$ cat src/rtl/latch_ctrl_pkg.sv
// latch_ctrl_pkg: state encoding and round-robin search shared by the latch bank write controller.
package latch_ctrl_pkg;
   localparam int ST_W    = 3;
   localparam int MAX_REQ = 32;
   localparam int RR_IW   = $clog2(MAX_REQ);
   typedef enum logic [ST_W-1:0] {IDLE, SETUP, OPEN, HOLD, CLR} lat_wr_state_e;
   // First valid index after ptr, wrapping modulo n; -1 when nothing is valid.
   function automatic int rr_next(input int n, input int ptr, input logic [MAX_REQ-1:0] valid);
      logic [RR_IW-1:0] k;
      rr_next = -1;
      for (int i = n; i >= 1; i--) begin
         k = RR_IW'((ptr + i) % n);
         if (valid[k]) rr_next = int'(k);
      end
   endfunction
endpackage

$ cat src/rtl/rr_arbiter.sv
// rr_arbiter: one-hot round-robin grant over N requesters; owns the last-granted pointer.
module rr_arbiter
   import latch_ctrl_pkg::*;
#(
   parameter  int N  = 4,
   localparam int PW = $clog2(N)
) (
   input  logic         clk,
   input  logic         rst_n,
   input  logic [N-1:0] valid_i,
   input  logic         advance_i,
   output logic [N-1:0] grant_o
);
   logic [PW-1:0] ptr_q, ptr_d;
   int idx;
   always_comb begin
      idx = rr_next(N, int'(ptr_q), MAX_REQ'(valid_i));
      grant_o = '0;
      if (idx >= 0) grant_o[PW'(idx)] = 1'b1;
      ptr_d = (advance_i && idx >= 0) ? PW'(idx) : ptr_q;
   end
   // Reset to the last index so requester 0 wins first.
   always_ff @(posedge clk or negedge rst_n)
      if (!rst_n) ptr_q <= PW'(N - 1);
      else ptr_q <= ptr_d;
endmodule

$ cat src/rtl/latch_bank_wr_ctrl.sv
// latch_bank_wr_ctrl: round-robin write sequencer driving a latch bank in setup/open(/hold) order.
// Define LATCH_WR_CTRL_HOLD_EN to insert a HOLD cycle after each enable window.
module latch_bank_wr_ctrl
   import latch_ctrl_pkg::*;
#(
   parameter  int NUM_REQ     = 4,
   parameter  int NUM_ENTRIES = 8,
   parameter  int DATA_W      = 4,
   localparam int AW          = $clog2(NUM_ENTRIES)
) (
   input  logic                      clk,
   input  logic                      rst_n,
   input  logic [NUM_REQ-1:0]        req_valid,
   output logic [NUM_REQ-1:0]        req_ready,
   input  logic [NUM_REQ*AW-1:0]     req_addr,
   input  logic [NUM_REQ*DATA_W-1:0] req_data,
   input  logic                      clr_req,
   output logic                      clr_done,
   output logic [NUM_ENTRIES-1:0]    lat_en,
   output logic [DATA_W-1:0]         lat_d,
   output logic                      lat_clr,
   output logic                      busy,
   output logic                      err_addr
);
`ifdef LATCH_WR_CTRL_HOLD_EN
   localparam lat_wr_state_e OPEN_NXT = HOLD;
`else
   localparam lat_wr_state_e OPEN_NXT = IDLE;
`endif
   lat_wr_state_e state_q, state_d;
   logic init_q;
   logic [AW-1:0] addr_q, addr_d, sel_addr;
   logic [DATA_W-1:0] lat_d_q, lat_d_d, sel_data;
   logic [NUM_ENTRIES-1:0] lat_en_q, lat_en_d;
   logic lat_clr_q, lat_clr_d, clr_done_q, clr_done_d, busy_q, busy_d, err_q, err_d;
   logic [NUM_REQ-1:0] grant;
   logic can_acc, accept, addr_ok;
   // Writes wait while the bank is clearing; a pending clear beats any write.
   assign can_acc   = state_q == IDLE && !lat_clr_q && !clr_req;
   assign req_ready = grant & {NUM_REQ{can_acc}};
   assign accept    = |req_ready;
   rr_arbiter #(.N(NUM_REQ)) u_arb (
      .clk       (clk),
      .rst_n     (rst_n),
      .valid_i   (req_valid),
      .advance_i (accept),
      .grant_o   (grant)
   );
   always_comb begin
      sel_addr = '0;
      sel_data = '0;
      for (int i = 0; i < NUM_REQ; i++)
         if (req_ready[i]) begin
            sel_addr = req_addr[i*AW +: AW];
            sel_data = req_data[i*DATA_W +: DATA_W];
         end
   end
   always_ff @(posedge clk or negedge rst_n)
      if (!rst_n) begin
         state_q    <= IDLE;
         init_q     <= 1'b1;
         addr_q     <= '0;
         lat_d_q    <= '0;
         lat_en_q   <= '0;
         lat_clr_q  <= 1'b1;
         clr_done_q <= 1'b0;
         busy_q     <= 1'b0;
         err_q      <= 1'b0;
      end else begin
         state_q    <= state_d;
         init_q     <= 1'b0;
         addr_q     <= addr_d;
         lat_d_q    <= lat_d_d;
         lat_en_q   <= lat_en_d;
         lat_clr_q  <= lat_clr_d;
         clr_done_q <= clr_done_d;
         busy_q     <= busy_d;
         err_q      <= err_d;
      end
   always_comb begin
      state_d = IDLE;
      case (state_q)
         IDLE:    state_d = lat_clr_q ? IDLE : clr_req ? CLR : accept ? SETUP : IDLE;
         SETUP:   state_d = OPEN;
         OPEN:    state_d = OPEN_NXT;
         default: state_d = IDLE;
      endcase
   end
   // Outputs are registered from the next state so they line up with state_q.
   always_comb begin
      addr_ok    = int'(addr_q) < NUM_ENTRIES;
      addr_d     = accept ? sel_addr : addr_q;
      lat_d_d    = accept ? sel_data : lat_d_q;
      lat_en_d   = (state_d == OPEN && addr_ok) ? NUM_ENTRIES'(1) << addr_q : '0;
      err_d      = state_d == OPEN && !addr_ok;
      lat_clr_d  = init_q || state_d == CLR;
      clr_done_d = state_q == CLR;
      busy_d     = state_d != IDLE;
   end
   assign lat_en   = lat_en_q;
   assign lat_d    = lat_d_q;
   assign lat_clr  = lat_clr_q;
   assign clr_done = clr_done_q;
   assign busy     = busy_q;
   assign err_addr = err_q;
endmodule

$ cat config.mk
export PLATFORM = sky130hd
export DESIGN_NAME = latch_bank_wr_ctrl
export DESIGN_NICKNAME = d
export VERILOG_FILES = /design/src/rtl/latch_ctrl_pkg.sv /design/src/rtl/rr_arbiter.sv /design/src/rtl/latch_bank_wr_ctrl.sv
export SDC_FILE = /design/constraint.sdc
export NUM_CORES = 1
export LEC_CHECK = 0
export CORE_AREA = 10 10 63 65
export DETAILED_ROUTE_END_ITERATION = 16
export DIE_AREA = 0 0 73 75
export HOLD_SLACK_MARGIN = 0.05
export PLACE_DENSITY = 0.86
export SKIP_LAST_GASP = 1
export SLEW_MARGIN = 20
export SYNTH_ARGS = -nofsm -noshare
export SYNTH_HDL_FRONTEND = slang
export SYNTH_HIERARCHICAL = 1
export SYNTH_SLANG_ARGS = --single-unit
export TNS_END_PERCENT = 20
$ cat constraint.sdc
create_clock -name clk -period 3.68 [get_ports clk]
set_input_delay 0.736 -clock clk [delete_from_list [all_inputs] [get_ports clk]]
set_output_delay 0.736 -clock clk [all_outputs]
set_load 0.05 [all_outputs]
==> impl_metrics.env, run 1 <==
export IMPL_status="complete, no violations"
export IMPL_multi_input_area_um2=513
export IMPL_drt_pass1_iter_count=4
export IMPL_core_area_um2=2710
export IMPL_ys_async_sr_fraction_pct=100
export IMPL_vias_per_cell=5.44
export IMPL_syn_area_um2=1190
export IMPL_synthCells=113
export IMPL_synth_largest_area_cell="dfrtp_1"
export IMPL_hold_viol_final=0
export IMPL_synthTopCellsByArea="dfrtp_1, dfstp_2, o31ai_1"
export IMPL_fin_area_um2=1770
export IMPL_antenna_left=0
export IMPL_top_layer="met3"
export IMPL_grt_pass1_vias=1112
export IMPL_rsz0062_at_grt="no"
export IMPL_path_cells="clkdlybuf4s50_1, or3b_1, o221ai_1, nor3b_2, buf_4, and2_1, buf_12"
export IMPL_synth_top_family_by_area="compound AO/OA/AOI/OAI gates"
export IMPL_routed_wl_mm=3.32
export IMPL_dp_hpwl_mm=2.75
export IMPL_layout_area_seq_um2=606
export IMPL_clock_sinks=24
export IMPL_rows=19
export IMPL_period_share_pct=91.1
export IMPL_setup_tns_ps=0
export IMPL_synth_top_area_share_pct=42.1
export IMPL_route_detailed_drc=0
export IMPL_grt_max_degree=25
export IMPL_initial_core_util_pct=43.8
export IMPL_end_kind="output port"
export IMPL_final_nets=199
export IMPL_yosysWarnings=6
export IMPL_max_cap_violations=0
export IMPL_startpoint_type="input pin"
export IMPL_wl_met1_mm=1.31
export IMPL_critPathMaxFanout=9
export IMPL_fillers=227
export IMPL_avgSynthCellArea_um2=10.5
export IMPL_dieArea_um2=5480
export IMPL_fin_crit_ps=3350
export IMPL_postCtsHoldBufs=0
export IMPL_tightest_slew_ps=1480
export IMPL_cpMaxStageDelayCell="clkdlybuf4s50_1"
export IMPL_clockBufferDepth=2
export IMPL_top_level_ports=55
export IMPL_diodes=0
export IMPL_synth_cell_types=33
export IMPL_wl_met2_mm=1.67
export IMPL_yosysMostFrequentCell="dfrtp_1"
export IMPL_synthAdderAreaFrac_pct=0
export IMPL_cp_required_ps=2940
export IMPL_die_h_um=75
export IMPL_postCtsSetupRepairBufs=0
export IMPL_cts_tree="done"
export IMPL_ys_seq_elements=24
export IMPL_slew_headroom_pct=0.399
export IMPL_grt_pass1_wl_mm=5.20
export IMPL_cts_clk_slew_worst_paths_ps=140
export IMPL_grt_overflow_total=0
export IMPL_grt_use_total_pct=11.5
export IMPL_cts_buffers=3
export IMPL_gp_congestion=0.801
export IMPL_leakage_uw=0.000735
export IMPL_hp_class="in2async"
export IMPL_power_uw=1000
export IMPL_synth_common_cells="dfrtp_1, o31ai_1, nor2_1"
export IMPL_skew_ps=7.70
export IMPL_max_stage_delay_ps=540
export IMPL_setup_viol=0
export IMPL_p_per_area_nw_per_um2=564
export IMPL_timing_reg2reg_setup_slack_ps=960
export IMPL_cp_arrival_ps=2620
export IMPL_synth_xor_area_share_pct=0
export IMPL_htree_levels=1
export IMPL_ir_drop_mv=0.340
export IMPL_synth_compound_area_share_pct=21.6
export IMPL_vias=1056
export IMPL_synthMuxAreaShare_pct=1.79
export IMPL_drive_above_1_share_pct=11.7
export IMPL_path_delay_family="buffers and inverters"
export IMPL_drt_iter0_drc=55
export IMPL_drv_slew=0
export IMPL_antenna_found_initial=0
export IMPL_cts_resized=0
export IMPL_critPathKind="in2out"
export IMPL_ys_seq_area_share_pct=51.0
export IMPL_die_w_um=73
export IMPL_synthSimpleGateAreaFrac_pct=18.5
export IMPL_avgRoutedWirePerCell_um=17.1
export IMPL_wl_met3_um=343
export IMPL_syn2layout_area_growth_pct=49.3
export IMPL_synth_edf_count=0
export IMPL_place_area_um2=1730
export IMPL_max_freq_mhz=298
export IMPL_synth_flop_cell="dfrtp_1"
export IMPL_crit_buf_inv=3
export IMPL_clk_latency_ps=310
export IMPL_clockRootBuffer="clkbuf_4"
export IMPL_port_buffers=51
==> layout by cell type, fill, tap and decap left out, drive strengths merged, types with 2 or more instances in the layout <==
cell / count
dfrtp: 20
nand2: 2
dfstp: 4
nor4: 2
or2: 2
nand2b: 5
or3: 2
nor2: 9
a221oi: 7
o22ai: 7
and2: 3
inv: 6
buf: 5
clkdlybuf4s50: 48
o31ai: 14
nor3b: 3
nor2b: 2
conb: 4
clkbuf: 3
nor3: 4
==> flip-flops by register name (all words and copies together) (netlist names) <==
name and flops:
addr_q 3, busy 1, clr_done 1, init_q 1, lat_clr 1, lat_d 4, lat_en 8, state_q 3
u_arb/ptr_q 2
==> routing by layer <==
metal / global-route usage (%) / up-vias
met4: 1.27 / 0
met5: 0 / -
met3: 5.52 / 0
li1: - / 516
met1: 12.4 / 500
met2: 20.6 / 40
==> area by class of cell <==
type                    count  share of cell area [%]
clock inverters             1                    1.69
repair buffers             53                    30.5
multi-input cells          76                    28.9
clock buffers               3                    1.27
flip-flops and latches     24                    34.2
well taps                  31                    2.19
inverters                   6                    1.27
==> worst register-to-register path: stages, from the launching register on <==
cell,delay (ps)
dfstp_2,610
nor2b_1,60
o32ai_1,450
nor3_1,200
nor4_4,520
or3_1,200
buf_4,160
inv_1,60
or3_1,350
==> report_power, final <==
group	internal [uW]	switching (uW)	leakage (uW)
logic	175	254	0.000400
clock network	110	79.8	0.0000279
registers	332	50.2	0.000307
==> logic make-up after synthesis <==
logic type	Yosys count
flops	24
mux	2
compound gates	34
buf+inv	15
simple gates	36
other cells	2
==> final timing paths <==
check,startpoint,to,cells after the start
setup / recovery,req_valid[3],req_ready[1],7
hold / removal,rst_n,lat_en[3]$_DFF_PN0_,1
setup reg to reg,u_arb/ptr_q[1]$_DFFE_PN1P_,busy$_DFF_PN0_,8
hold reg to reg,state_q[0]$_DFF_PN0_,clr_done$_DFF_PN0_,1
max in group asynchronous,rst_n,lat_clr$_DFF_PN1_,1
min in group clk,state_q[0]$_DFF_PN0_,clr_done$_DFF_PN0_,1
==> metrics by stage <==
stage / util (%) / hold slack [ps] / setup WS [ps] / instances
2_1_floorplan: - / 415 / 923 / 115
3_3_place_gp: 63.7 / 426 / 355 / 190
3_5_place_dp: 63.7 / 457 / 198 / 190
4_1_cts: 65.6 / 476 / 320 / 194
5_1_grt: 65.4 / 410 / 234 / 194
6_report: 65.4 / 377 / 328 / 194
(Power assumes the default switching activity.)
==> run 2, diff against run 1 <==
- ABC_CLOCK_PERIOD_IN_PS: unset -> 3680
==> results of run 2 <==
No change in the layout: final DEF, timing and power equal those of run 1.
